<file path="src/rtl/lut_neuron_prog_if.sv">
// lut_neuron_prog_if
// Purpose: bundles the lookup handshake, result handshake and table
//   configuration port of one programmable truth-table neuron.
// Parameters: ADDR_W   - table address width (fan-in * bits per input)
//             OUT_BITS - output activation width
// Signals:
//   in_valid/in_ready/in_data     lookup request (in_data is the address)
//   out_valid/out_ready/out_data  lookup result
//   cfg_we/cfg_addr/cfg_data      table write port, cfg_ready when honoured
//   init_done                     post-reset clear sweep has finished
// Modports: master drives requests/config, slave is the neuron.
interface lut_neuron_prog_if #(
  parameter int ADDR_W   = 6,
  parameter int OUT_BITS = 2
) ();
  logic                in_valid;
  logic                in_ready;
  logic [ADDR_W-1:0]   in_data;
  logic                out_valid;
  logic                out_ready;
  logic [OUT_BITS-1:0] out_data;
  logic                cfg_we;
  logic [ADDR_W-1:0]   cfg_addr;
  logic [OUT_BITS-1:0] cfg_data;
  logic                cfg_ready;
  logic                init_done;

  modport master (
    output in_valid, in_data, out_ready, cfg_we, cfg_addr, cfg_data,
    input  in_ready, out_valid, out_data, cfg_ready, init_done
  );

  modport slave (
    input  in_valid, in_data, out_ready, cfg_we, cfg_addr, cfg_data,
    output in_ready, out_valid, out_data, cfg_ready, init_done
  );
endinterface

</file>
<file path="src/rtl/lut_neuron_prog.sv">
// lut_neuron_prog
// Purpose: runtime-programmable truth-table neuron. The concatenated input
//   activations address a DEPTH x OUT_BITS table; the result is returned one
//   cycle after acceptance over a ready/valid handshake. After reset the
//   table is swept to INIT_VAL, then a configuration port may rewrite it.
// Ports:
//   clk - rising-edge clock
//   rst - synchronous active-low reset
//   bus - lut_neuron_prog_if slave (lookup, result, config, init_done)
module lut_neuron_prog #(
  parameter int                  FAN_IN   = 3,
  parameter int                  IN_BITS  = 2,
  parameter int                  OUT_BITS = 2,
  parameter logic [OUT_BITS-1:0] INIT_VAL = '0
) (
  input  logic            clk,
  input  logic            rst,
  lut_neuron_prog_if.slave bus
);
  localparam int ADDR_W = FAN_IN * IN_BITS;
  localparam int DEPTH  = 2 ** ADDR_W;

  typedef enum logic {CLEAR = 1'b0, RUN = 1'b1} state_t;

  state_t              state_reg;
  logic [ADDR_W-1:0]   clr_ptr_reg;
  logic                out_valid_reg;
  logic [OUT_BITS-1:0] out_data_reg;
  logic                init_done_reg;

  // Table storage; deliberately not reset, the clear sweep initialises it.
  logic [OUT_BITS-1:0] table_mem [DEPTH];

  logic                in_ready;
  logic                accept;
  logic                tbl_we;
  logic [ADDR_W-1:0]   tbl_waddr;
  logic [OUT_BITS-1:0] tbl_wdata;

  // A config write steals the cycle so a write and a lookup never share an edge.
  assign in_ready = (state_reg == RUN) && !bus.cfg_we && (!out_valid_reg || bus.out_ready);
  assign accept   = bus.in_valid && in_ready;

  // Single table write port, shared by the clear sweep and the config port.
  always_comb begin
    tbl_we    = 1'b0;
    tbl_waddr = bus.cfg_addr;
    tbl_wdata = bus.cfg_data;
    if (rst) begin
      if (state_reg == CLEAR) begin
        tbl_we    = 1'b1;
        tbl_waddr = clr_ptr_reg;
        tbl_wdata = INIT_VAL;
      end else if (bus.cfg_we) begin
        tbl_we = 1'b1;
      end
    end
  end

  always_ff @(posedge clk) begin
    if (tbl_we) begin
      table_mem[tbl_waddr] <= tbl_wdata;
    end
  end

  always_ff @(posedge clk) begin
    if (!rst) begin
      state_reg     <= CLEAR;
      clr_ptr_reg   <= '0;
      out_valid_reg <= 1'b0;
      out_data_reg  <= '0;
      init_done_reg <= 1'b0;
    end else if (state_reg == CLEAR) begin
      clr_ptr_reg <= clr_ptr_reg + 1'b1;
      // All-ones pointer means this edge writes the last entry.
      if (&clr_ptr_reg) begin
        state_reg     <= RUN;
        init_done_reg <= 1'b1;
      end
    end else begin
      if (accept) begin
        out_valid_reg <= 1'b1;
        out_data_reg  <= table_mem[bus.in_data];
      end else if (bus.out_ready) begin
        // Result consumed; out_data keeps its last value.
        out_valid_reg <= 1'b0;
      end
    end
  end

  assign bus.in_ready  = in_ready;
  assign bus.out_valid = out_valid_reg;
  assign bus.out_data  = out_data_reg;
  assign bus.cfg_ready = (state_reg == RUN);
  assign bus.init_done = init_done_reg;
endmodule
</file>
<file path="src/flat_wrapper.sv">
// flat-port wrapper written by rule: the top's interface ports become plain ports
module lut_neuron_prog_flat 
#(
  parameter int                  FAN_IN   = 3,
  parameter int                  IN_BITS  = 2,
  parameter int                  OUT_BITS = 2,
  parameter logic [OUT_BITS-1:0] INIT_VAL = '0
)
  (clk, rst, bus_in_valid, bus_in_data, bus_out_ready, bus_cfg_we, bus_cfg_addr, bus_cfg_data, bus_in_ready, bus_out_valid, bus_out_data, bus_cfg_ready, bus_init_done);
  lut_neuron_prog_if #(.OUT_BITS(OUT_BITS)) bus_i ();
  input  logic clk;
  input  logic rst;
  input wire logic [$bits(bus_i.in_valid)-1:0] bus_in_valid;
  input wire logic [$bits(bus_i.in_data)-1:0] bus_in_data;
  input wire logic [$bits(bus_i.out_ready)-1:0] bus_out_ready;
  input wire logic [$bits(bus_i.cfg_we)-1:0] bus_cfg_we;
  input wire logic [$bits(bus_i.cfg_addr)-1:0] bus_cfg_addr;
  input wire logic [$bits(bus_i.cfg_data)-1:0] bus_cfg_data;
  output wire logic [$bits(bus_i.in_ready)-1:0] bus_in_ready;
  output wire logic [$bits(bus_i.out_valid)-1:0] bus_out_valid;
  output wire logic [$bits(bus_i.out_data)-1:0] bus_out_data;
  output wire logic [$bits(bus_i.cfg_ready)-1:0] bus_cfg_ready;
  output wire logic [$bits(bus_i.init_done)-1:0] bus_init_done;
  assign bus_i.in_valid = bus_in_valid;
  assign bus_i.in_data = bus_in_data;
  assign bus_i.out_ready = bus_out_ready;
  assign bus_i.cfg_we = bus_cfg_we;
  assign bus_i.cfg_addr = bus_cfg_addr;
  assign bus_i.cfg_data = bus_cfg_data;
  assign bus_in_ready = bus_i.in_ready;
  assign bus_out_valid = bus_i.out_valid;
  assign bus_out_data = bus_i.out_data;
  assign bus_cfg_ready = bus_i.cfg_ready;
  assign bus_init_done = bus_i.init_done;
  lut_neuron_prog #(.FAN_IN(FAN_IN), .IN_BITS(IN_BITS), .OUT_BITS(OUT_BITS), .INIT_VAL(INIT_VAL)) u_core (.clk(clk), .rst(rst), .bus(bus_i));
endmodule
</file>
<file path="config.mk">
export PLATFORM = sky130hd
export DESIGN_NAME = lut_neuron_prog_flat
export DESIGN_NICKNAME = d
export VERILOG_FILES = /design/src/rtl/lut_neuron_prog_if.sv /design/src/rtl/lut_neuron_prog.sv /design/src/flat_wrapper.sv
export SDC_FILE = /design/constraint.sdc
export NUM_CORES = 1
export LEC_CHECK = 0
export CORE_MARGIN = 10
export CORE_UTILIZATION = 54
export CTS_CLUSTER_DIAMETER = 40
export DETAILED_ROUTE_END_ITERATION = 8
export MAX_ROUTING_LAYER = met4
export PLACE_DENSITY_LB_ADDON = 0.25
export SYNTH_ARGS = -nofsm -noshare
export SYNTH_HDL_FRONTEND = slang
export SYNTH_SLANG_ARGS = --single-unit
</file>
<file path="constraint.sdc">
create_clock -name clk -period 2.67 [get_ports clk]
set_clock_uncertainty 0.1 [all_clocks]
set_input_delay 0.801 -clock clk [delete_from_list [all_inputs] [get_ports clk]]
set_output_delay 0.801 -clock clk [all_outputs]
set_load 0.1 [all_outputs]
</file>
# --- Word level (Yosys, flattened, before mapping) ---
# Memory sizes are Yosys's and may differ from the RTL's. A register that Yosys moved wholly into a read port is not among the register bits.
# Cells that the tools add are included.
# Widths: inputs -> output; s select.
op_classes:
  n_bitwise: 1
  n_reduce_logical: 12
  mux: 13
  n_addsub: 1
op_table:
  columns: ["operator", "count"]
  rows:
  - ["$mux 6", 2]
  - ["$mux 1", 9]
  - ["$reduce_and 7->1", 1]
  - ["$add 6x1->6 const B", 1]
  - ["$reduce_and 6->1", 1]
  - ["$mux 2", 2]
  - ["$reduce_and 2->1", 2]
  - ["$logic_and 1x1->1", 3]
  - ["$logic_not 1->1", 3]
  - ["$reduce_bool 2->1", 1]
  - ["$logic_or 1x1->1", 1]
  - ["$not 1->1", 1]
word_totals:
  regBits: 9
  ramBits: 128
  in_bits: 19
  n_memories: 1
  wordCells: 32
  output_inout_bits: 6
mem_list:
  columns: ["name", "words", "word_bits", "rd", "rd_clocked_by_memory_dff", "wr", "line", "rtl"]
  rows:
  - ["u_core.table_mem", 64, 2, 1, 1, 1, "lut_neuron_prog.sv:32", "logic [OUT_BITS-1:0] table_mem [DEPTH];"]

# --- Longest topological paths before layout ---
depth:
  word_depth: 6
  depth_mapped: 8
  ltp_nobuf: 5

# --- Worst setup path after synthesis ---
# OpenSTA, ideal clock, no wires.
synth_timing:
  path_kind: "register -> output"
  startpoint: "register u_core.state_reg, in the netlist u_core.bus.cfg_ready"
  endpoint: "output bus_in_ready"
  slack_ns: -1.818
  path_stages_with_launch: 3
  arrival_ns: 3.587
  n_path_buf: 1
  required_ns: 1.769
  cell_sequence: "dfxtp_1 -> buf_2 -> nor3b_1"
synth_via:
  elab_chain_len: 2
synth_rtl:
  columns: ["element", "line", "rtl"]
  rows:
  - ["from (decl)", "lut_neuron_prog.sv:25", "state_t state_reg;"]
  - ["from (signal assigned)", "lut_neuron_prog.sv:68", "state_reg <= CLEAR;"]
  - ["from (signal assigned)", "lut_neuron_prog.sv:77", "state_reg <= RUN;"]
  - ["$logic_and 1x1->1 (2 in series)", "lut_neuron_prog.sv:41", "assign in_ready = (state_reg == RUN) && !bus.cfg_we && (!out_valid_reg || bus.out_ready);"]
  - ["to (decl)", "flat_wrapper.sv:19", "output wire logic [$bits(bus_i.in_ready)-1:0] bus_in_ready;"]
# No other way between the ends.

# --- Worst setup path after layout ---
layout_timing:
  startpoint: "input bus_cfg_we"
  endpoint: "output bus_in_ready"
layout_via:
  elab_chain_len: 3
layout_rtl:
  columns: ["element", "line", "rtl"]
  rows:
  - ["from (decl)", "flat_wrapper.sv:16", "input wire logic [$bits(bus_i.cfg_we)-1:0] bus_cfg_we;"]
  - ["$logic_not 1->1", "lut_neuron_prog.sv:41", null]
  - ["$logic_and 1x1->1 (2 in series)", "lut_neuron_prog.sv:41", null]
# No other way between the ends.

==> summary.md <==
| Metric | Value |
|---|---|
| Status | `complete, no violations` |
| Fin crit period | `2450 ps` |
| Mapped Nets | `420` |
| Largest net degree at the start of global routing | `65` |
| Clock share of power | `45.4%` |
| Antenna violations before repair | `0` |
| Die Y-Extent | `~130 um` |
| Highest metal used | `met4` |
| Initial core utilization | `~55%` |
| I/O pins | `25` |
| Core Footprint | `approximately 11000 um^2` |
| FP Rows | `38` |
| Min Hold Slack | `roughly 370 ps` |
| Hold Path Class | `reg -> reg` |
| MaxCap Viol Count | `0` |
| Via Count | `3577` |
| CTS H-tree lvls | `4` |
| Max reg flops | `128` |
| Routed WL per cell | `between 20 and 25 um` |
| Slew @ Worst Pin | `395 ps` |
| Worst-path clk slew | `~60 ps` |
| Finished Cell Area | `approximately 7300 um^2` |
| Number of hold buffers added after cts | `0` |
| 1st-pass router iterations | `6` |
| Detail Placement HPWL | `between 8 and 9 mm` |
| Mapped Area | `6010 um^2` |
| PD cells | `approximately 700 nW/um^2` |
| Seq pwr share | `about half` |
| Sw Ratio | `between 20% and 30%` |
| Hold Startpoint | `u_core.bus.init_done` |
| YS warnings | `0` |
| WHS Endpoint | `u_core.bus.init_done` |
| Required time of the critical path | `about 1800 ps` |
| R2R cell count | `7` |
| Vias in the first global route | `3657` |
| Top-count cell post-synth | `edfxtp_1` |
| Placed inst area | `6730 um^2` |
| IO buf count | `24` |
| # diodes | `0` |
| CTS tree | `yes` |
| Drt first-iter violations | `~430` |
| # setup viols final | `0` |
| Total clock sinks | `about 140` |
| CTS root buffer | `clkbuf_8` |
| Crit-path max cell delay | `around 280 ps` |
| Number of synthesized register bits | `around 140` |
| Slew Viols, Final | `0` |
| Worst path cell trace | `dlygate4sd2_1 > nor3b_4 > buf_12` |
| Final Wtd Congestion | `between 0.8 and 0.9` |
| FMAX | `408 MHz` |
| Setup WS post-layout | `between 200 and 250 ps` |
| Final hold violation count | `0` |
| Post-Synthesis Cells | `400` |
| Post-synthesis sequential area ratio | `roughly 68%` |
| Met2 wire len | `around 6.3 mm` |
| CP endpoint kind | `output pin` |
| First-pass GRT wire length | `19.9 mm` |
| Max VDD drop | `roughly 0.00040 V` |
| Util after Layout | `67.1%` |
| All-Layer GR Usage | `between 10% and 20%` |
| GRT overflow | `0` |
| Syn_area_per_cell | `approximately 15 um^2` |
| Area fraction of the dominant cell type after synthesis | `between 60% and 70%` |
| Combinational group share of total power | `~6.5%` |
| R2R Setup Slk | `about 730 ps` |
| Slowest CP cell | `dlygate4sd2_1` |
| Final ANT Viol Nets | `0` |
| Top cells by area, synth | `edfxtp_1, mux4_2, mux4_1` |
| M1 WL | `around 5.2 mm` |
| Internal Power | `between 0.003 and 0.004 W` |
| Worst flop-to-flop path startpoint | `u_core.bus.cfg_ready` |
| Hold path cells | `1` |
| Leakage power figure | `2.48 nW` |
| Via density | `slightly below 6` |
| Clock Latency Late Sink | `around 530 ps` |
| Ys flop type | `edfxtp_1` |
| Max Fanout on Critical Path | `3` |
| Critical Path AT | `approximately 1600 ps` |
| CTS max path bufs | `2` |
| WL final | `~12 mm` |
| RSZ-0062 raised after global routing | `false` |
| Reg2reg end | `u_core.table_mem[13][0]` |
| Cell taking the most area after synthesis | `edfxtp_1` |
| Number of enable flip-flop cells after synthesis | `roughly 130` |
| Inserted Clock Buffers | `17` |
| Synth top cells by count | `edfxtp_1, nor2_1, nand2_1` |
| Critical path type | `in -> out` |
| Die X | `between 100 and 150 um` |
| Die Area | `~16000 um^2` |
| Final nets | `487` |
| Post-Place Setup Slack | `-313 ps` |
| DRC Markers | `0` |
| Slew headroom | `roughly three quarters` |
| Switching power total | `0.00110 W` |
| Met3 WL post-DR | `680 um` |
| Worst Setup Start Kind | `input pin` |
| Tcrit/Tclk final | `91.8%` |
| Unique masters post-synth | `39` |
| Asr flop ratio synth | `0%` |
| Area delta synth->final | `21.5%` |
| Share of post-route cells with drive strength above 1 | `~22%` |
[cell type report]
type | count | area [um^2]
Clock buffer | 17 | 414
Clock inverter | 15 | 166
Fill cell | 740 | 3580
Multi-Input combinational cell | 242 | 1830
Sequential cell | 139 | 4070
Tap cell | 140 | 175
Timing Repair Buffer | 67 | 653
[worst max-delay path, delay by kind of cell]
kind,cells,cell delay [ps]
buffers and inverters,2,490
and+or+nand+nor,1,260
[cells in the final DEF (no fill, tap or decap), types with 3 or more instances in the layout]
cell type          n
mux4_1            10
buf_12             9
nand3_1           16
o31ai_1            5
clkinv_4           7
nand3b_1           5
nor2_1            68
nor3_1             5
buf_4             40
dfxtp_1            9
nor2b_1           15
a211oi_1           5
o21ai_0            9
mux2_2             3
and2_1             5
edfxtp_1         128
clkdlybuf4s50_1   15
clkbuf_16         16
mux4_2            14
nand2b_1           8
inv_6              3
a22oi_1            5
nand2_1           27
mux2i_1           18
[worst max path at each step]
stage	slack, ps	startpoint	to	cells past startpoint
finish	220	bus_cfg_we	bus_in_ready	3
global route	170	bus_in_data[0]	u_core.bus.out_data[1]	7
CTS	210	bus_cfg_we	bus_in_ready	3
detailed placement	-310	bus_in_data[0]	u_core.bus.out_data[1]	7
global placement	-270	bus_in_data[0]	u_core.bus.out_data[0]	7
floorplan	40	bus_out_ready	bus_in_ready	2
[power by group through the flow]
| stage | logic [W] | registers (W) | clock network [W] |
|---|---|---|---|
| finish | 0.000324 | 0.00240 | 0.00226 |
| global route | 0.000353 | 0.00240 | 0.00238 |
| CTS | 0.000327 | 0.00240 | 0.00229 |
| detailed placement | 0.000326 | 0.00244 | 0 |
| global placement | 0.000320 | 0.00244 | 0 |
| floorplan | 0.000187 | 0.00244 | 0 |
[cells by family (layout without fill, tap and decap cells)]
| group | count (synthesis) | after routing | share of synthesized area (%) |
|---|---|---|---|
| AND/OR/NAND/NOR | 156 | 156 | 12.0 |
| flip-flops | 139 | 139 | 67.6 |
| multiplexers | 45 | 45 | 13.2 |
| AO/OA/AOI/OAI | 37 | 37 | 4.37 |
| buffers and inverters | 19 | 99 | 2.25 |
| XOR/XNOR | 3 | 3 | 0.437 |
| adder cells (fa/ha/maj) | 1 | 1 | 0.208 |
[routing by layer]
metal,track usage [%],vias to the layer above
met5,-,-
met4,6.44,0
met3,3.93,23
met2,26.7,116
met1,20.3,1771
li1,-,1667
[stage by stage]
step,setup TNS [ps],total power (W),cells
after floorplan,0,0.00263,400
after global placement,-2400,0.00276,588
after detailed placement,-3680,0.00277,588
after CTS,0,0.00501,620
after global routing,0,0.00513,620
final,0,0.00498,620
[what timing repair did]
action,in CTS,in global routing
endpoints found under the setup margin,1,0
resized for setup,3,0
buffers inserted,0,0
No activity file was read; power rests on OpenSTA's default activity.
==> variant 1, RTL diff (same settings) <==
Make the reset (`rst`) asynchronous in one clocked block. Comments in the files are not updated.
--- a/src/rtl/lut_neuron_prog.sv
+++ b/src/rtl/lut_neuron_prog.sv
@@ -65,3 +65,3 @@
 
-  always_ff @(posedge clk) begin
+  always_ff @(posedge clk or negedge rst) begin
     if (!rst) begin
Formal check against the unedited RTL: same outputs for any inputs over 10 cycles, from zero or initial values and one cycle with rst low; that may be too few to reach the edited logic, so the function may still have changed.
==> variant 1 against the unedited design <==
  * Synthesized area decreased by 1.6%
  * Design area increased by 0.34%
  * Setup slack got worse by 43 ps
  * Utilization increased by 0.82 points
  * Power increased by 4.8%
  * Non-clock buffer count decreased by 2
  * Wire length increased by 4.3%
  * Sequential cell count unchanged
  * Critical endpoint unchanged
==> variant 1: results (changes against the unedited design) <==
[routing]
dr.max_layer_used=met4  ; unchanged
vias_per_cell=6.07  ; was 5.77
drtIter0Drc=297  ; was 425
route.met2.wl_um=6380  ; was 6330 µm
drt_wl_total_um=13000  ; was 12500 µm
wl_met1_um=5330  ; was 5240 µm
first_pass_iters=5  ; was 6
routed-wl-met3_um=896  ; was 680 µm

[worst_setup_path]
cp_slowest_cell=dfrtp_1  ; was dlygate4sd2_1
crit_path_max_incr_delay_ps=420  ; was 280 ps
cp_max_fo=11  ; was 3
worst_ep_arrival_time_ps=1590  ; was 1550 ps
cp_top_family=flip-flops  ; was buffers and inverters

[clocking]
htreeDepth=4  ; unchanged
clock-sinks=139  ; unchanged

[grt]
grt_pass1_vias=3751  ; was 3657
grt_use_met3_pct=5.40  ; was 3.93%
met2_usage_pct=27.3  ; was 26.7%
grt_first_pass_wirelength_um=20800  ; was 19900 µm
grt_usage_pct=17.8  ; was 16.8%
antenna_found_initial=0  ; unchanged
groute.layer.met1.usage_pct=21.1  ; was 20.3%

[yosys]
synth_area_leaders=edfxtp_1 65%, mux4_2 11%, dfrtp_1 4.7%  ; was edfxtp_1 64%, mux4_2 5.2%, mux4_1 4.4%
syn-num-nets=399  ; was 420
synth_xor_area_share_pct=0.740  ; was 0.437%
async_flop_share_pct=7.91  ; was 0%
synthTopCellsByCount=128 x edfxtp_1, 71 x nor2_1, 28 x mux4_2  ; was 128 x edfxtp_1, 68 x nor2_1, 27 x nand2_1
synth_compound_area_share_pct=3.83  ; was 4.37%
muxShareOfSynthArea_pct=13.1  ; was 13.2%
synth_fa_ha_area_share_pct=0.211  ; was 0.208%
yosysUniqueCellTypes=35  ; was 39
synth.yosys.seq_area_share_pct=69.6  ; was 67.6%

[cells_and_area]
buffers_excl_clock=65  ; was 67
layout-drive-gt1-share_pct=26.0  ; was 22.1%
multi_input_area_um2=1730  ; was 1830 µm²
layout.nonclk_buf_share_pct=9.09  ; was 8.94%
regArea_um2=4120  ; was 4070 µm²
num_antenna_cells=0  ; unchanged
clk_share_pct=8.74  ; was 7.94%
num-multi-input-gates=223  ; was 242
final_nets=466  ; was 487
fillers=685  ; was 740

[sta]
max_slew_margin_pct=59.3  ; was 73.5%

[placement]
gp_congestion=0.799  ; was 0.804
place_ws_ps=-509  ; was -313 ps
place_hpwl_um=8550  ; was 8460 µm

[pwr]
finalPower_mw=5.22  ; was 4.98 mW
switching_share_pct=19.4  ; was 22.1%
p_leak_nw=2.45  ; was 2.48 nW
vdd_drop_max_v=0.000413  ; was 0.000402 V

[hold_path]
min-delay-path-class=reg -> reg  ; unchanged

[outcome]
status=finished clean  ; unchanged

==> variant 1: cell count changes after synthesis, moves of 4 or more <==
cell,unedited run,this run
mux2_2,3,10
a2111oi_0,0,4
nand2_1,27,23
buf_4,6,2
mux4_2,14,28
mux4_1,10,0
nand3_1,16,8
clkbuf_1,2,9
dfrtp_1,0,11
and2_1,7,3
mux2i_1,18,3
dfxtp_1,11,0
==> variant 1: worst register-to-register path: cells and delay by family (launching register included) <==
family	cells	cell delay, ps
buffers and inverters	2	470
AND/OR/NAND/NOR	2	590
AO/OA/AOI/OAI	2	630
flip-flops	1	420
==> variant 1: path summary, 6_finish.rpt <==
kind / start / to / slack (ps) / cells past startpoint
worst min register to register: u_core.bus.init_done / u_core.bus.init_done / 380 / 1
max in group asynchronous: rst / u_core.bus.out_data[0] / 1630 / 3
min in group asynchronous: rst / u_core.clr_ptr_reg[1] / 510 / 2
worst max register to register: u_core.bus.cfg_ready / u_core.bus.out_data[0] / 330 / 6
worst min-delay path: u_core.bus.init_done / u_core.bus.init_done / 380 / 1
worst max-delay path: u_core.bus.cfg_ready / bus_in_ready / 180 / 3
==> variant 1: power by group through the flow <==
stage | Clock [mW] | Sequential, mW | Combinational, mW
final | 2.56 | 2.38 | 0.277
after global routing | 2.69 | 2.38 | 0.301
after CTS | 2.59 | 2.38 | 0.278
after detailed placement | 0 | 2.43 | 0.277
after global placement | 0 | 2.43 | 0.273
after floorplan | 0 | 2.43 | 0.147
==> variant 1: through the flow <==
step	area, µm²	cells	TNS (ps)
after floorplan	5930	379	-395
after global placement	6690	567	-9150
after detailed placement	6690	567	-16160
after CTS	7330	598	0
after global routing	7330	598	0
final	7330	598	0
==> variant 1: repair_timing <==
item	CTS	global route
pin swaps	1	1
hold buffers	0	0
gates resized for setup	2	1
setup endpoints to repair	1	1
==> variant 2, RTL diff (config.mk and constraints unchanged) <==
Made on the original files. `OUT_BITS` is set to 2 in 3 places; all go to 4.
--- a/src/rtl/lut_neuron_prog_if.sv
+++ b/src/rtl/lut_neuron_prog_if.sv
@@ -13,3 +13,3 @@
   parameter int ADDR_W   = 6,
-  parameter int OUT_BITS = 2
+  parameter int OUT_BITS = 4
 ) ();
--- a/src/rtl/lut_neuron_prog.sv
+++ b/src/rtl/lut_neuron_prog.sv
@@ -12,3 +12,3 @@
   parameter int                  IN_BITS  = 2,
-  parameter int                  OUT_BITS = 2,
+  parameter int                  OUT_BITS = 4,
   parameter logic [OUT_BITS-1:0] INIT_VAL = '0
--- a/src/flat_wrapper.sv
+++ b/src/flat_wrapper.sv
@@ -5,3 +5,3 @@
   parameter int                  IN_BITS  = 2,
-  parameter int                  OUT_BITS = 2,
+  parameter int                  OUT_BITS = 4,
   parameter logic [OUT_BITS-1:0] INIT_VAL = '0
Interface: changed (resized bus_cfg_data and bus_out_data); port bits go from 25 to 29. The function was not compared with the original's and may differ.
==> variant 2 against the unedited design <==
  * Power rose by 95%
  * Combinational power rose by 56%
  * Design area increased by 86%
  * Sequential cell count rose by 130
  * Synthesized area is 81% higher
  * Critical path depth up 2
  * Setup slack got worse by 92 ps
  * Largest power group unchanged
  * First-iteration DRC count rose by 30%
  * Register-to-register slack worse by 170 ps
  * Wire length grew 95%
  * Worst hold slack improved by 15 ps
  * Synthesized cell count increased by 48%
  * Count of clock-buffer cells in the layout is 26 higher
==> variant 2: results (changes against the unedited design) <==
[clocking]
numCtsBuffers=34  ; was 17
insertion_delay_ps=500  ; was 530 ps
path_clk_slew_ps=50
root_buffer=clkbuf_16  ; was clkbuf_8
clockBufferDepth=3  ; was 2
htreeDepth=2  ; was 4

[yosys]
async_flop_share_pct=0  ; unchanged
syn-num-nets=615  ; was 420
synth_area_leaders=edfxtp_1 71%, mux4_2 11%, nor2_1 2.5%  ; was edfxtp_1 64%, mux4_2 5.2%, mux4_1 4.4%
synth-edff-count=256  ; was 128
synth_warnings=0  ; unchanged
yosysUniqueCellTypes=45  ; was 39
synth.yosys.seq_area_share_pct=73.1  ; was 67.6%
synth-main-ff-cell=edfxtp_1  ; unchanged
synthTopCellsByCount=256 x edfxtp_1, 73 x nor2_1, 53 x mux4_2  ; was 128 x edfxtp_1, 68 x nor2_1, 27 x nand2_1

[pwr]
vdd_drop_max_v=0.000508  ; was 0.000402 V
switching_share_pct=20.6  ; was 22.1%
p_leak_nw=4.69  ; was 2.48 nW

[worst_setup_path]
cp_slowest_cell=dlygate4sd2_1  ; unchanged
cp_max_fo=2  ; was 3
worst_ep_arrival_time_ps=1640  ; was 1550 ps
cp_top_family=buffers and inverters  ; unchanged
crit_path_max_incr_delay_ps=260  ; was 280 ps

[grt]
grt_first_pass_wirelength_um=37200  ; was 19900 µm
antenna_found_initial=0  ; unchanged
grt_max_degree=65  ; unchanged
grt_pass1_vias=6448  ; was 3657
grt_usage_pct=19.2  ; was 16.8%

[placement]
place_hpwl_um=16300  ; was 8460 µm
io_buffers=28  ; was 24
gp_congestion=0.870  ; was 0.804

[routing]
first_pass_iters=5  ; was 6
vias_per_cell=5.84  ; was 5.77
drt_wl_total_um=24300  ; was 12500 µm
drtIter0Drc=551  ; was 425

[cells_and_area]
final_nets=787  ; was 487
num_antenna_cells=0  ; unchanged
largest_reg_flops=256  ; was 128
layout-drive-gt1-share_pct=34.1  ; was 22.1%

[outcome]
status=finished clean  ; unchanged

[hold_path]
min-delay-path-class=reg -> reg  ; unchanged

[sta]
max_slew_margin_pct=72.2  ; was 73.5%

variant 2: changes by cell type after synthesis, sizes merged, moves of 4 or more:
cell | before | now
a211oi | 6 | 2
a22oi | 6 | 15
buf | 16 | 21
edfxtp | 128 | 256
mux2 | 3 | 9
mux2i | 18 | 10
mux4 | 24 | 61
nand3 | 16 | 12
nor2 | 68 | 73
nor2b | 16 | 10
nor3 | 5 | 1
o31ai | 5 | 1
variant 2: repair_timing:
| item | CTS | global route |
|---|---|---|
| buffers inserted | 1 | 0 |
| gates resized for setup | 3 | 1 |
| pin swaps | 1 | 0 |
| endpoints found under the setup margin | 1 | 1 |
| endpoints found under the hold margin | 0 | 0 |
| cloned | 0 | 0 |
variant 2: power groups by stage:
stage                     logic [mW]  registers, mW  clock network, mW
after floorplan                0.279           4.74                  0
after global placement         0.491           4.74                  0
after detailed placement       0.500           4.74                  0
after CTS                      0.506           4.65               4.63
after global routing           0.539           4.65               4.81
final                          0.505           4.65               4.56
variant 2: worst reg2reg max path, cell delays in order (launching register included):
cell and delay [ps]:
dfxtp_2 440, nand2b_1 160, buf_4 160, mux2i_1 190, buf_4 140, nand2_1 250
nor2_1 220, buf_4 160
variant 2: layout make-up:
type                            instances  area [µm²]
Timing Repair Buffer                  162        1350
Inverter                                2        11.3
Sequential cell                       269        7950
Clock inverter                         19         206
Fill cell                            1288        6080
Multi-Input combinational cell        296        2780
Tap cell                              265         332
Clock buffer                           43         948
variant 2: kinds of logic after synthesis:
family,share of synthesized area (%)
flip-flops,73.1
AND/OR/NAND/NOR,6.97
adder cells (fa/ha/maj),0.115
buffers and inverters,1.44
multiplexers,14.8
AO/OA/AOI/OAI,3.34
XOR/XNOR,0.242
variant 2: worst paths after layout:
| kind | startpoint | end | slack [ps] | depth (start not counted) |
|---|---|---|---|---|
| worst max register to register | u_core.bus.cfg_ready | u_core.table_mem[12][3] | 560 | 7 |
| worst min-delay path | u_core.bus.init_done | u_core.bus.init_done | 380 | 1 |
| worst min register to register | u_core.bus.init_done | u_core.bus.init_done | 380 | 1 |
| worst max-delay path | bus_cfg_we | bus_in_ready | 130 | 5 |
variant 2: through the flow:
stage          area, µm²  std cells  setup slack [ps]  total power, mW  setup TNS, ps
4_1_cts            13600       1056              16.7             9.78              0
3_3_place_gp       12400        993              -219             5.23         -14030
6_report           13600       1056               126             9.72              0
5_1_grt            13600       1056              86.6             10.0              0
2_1_floorplan      10900        593              31.3             5.02              0
3_5_place_dp       12400        993              -239             5.24         -23050
variant 2: metal layers:
metal | share of wire [%] | global-route usage [%] | routed length, µm
met3 | 7.6 | 4.65 | 1850
met2 | 50 | 30.9 | 12100
met5 | 0 | - | 0
met4 | 3.6 | 8.06 | 862
met1 | 39 | 22.8 | 9410
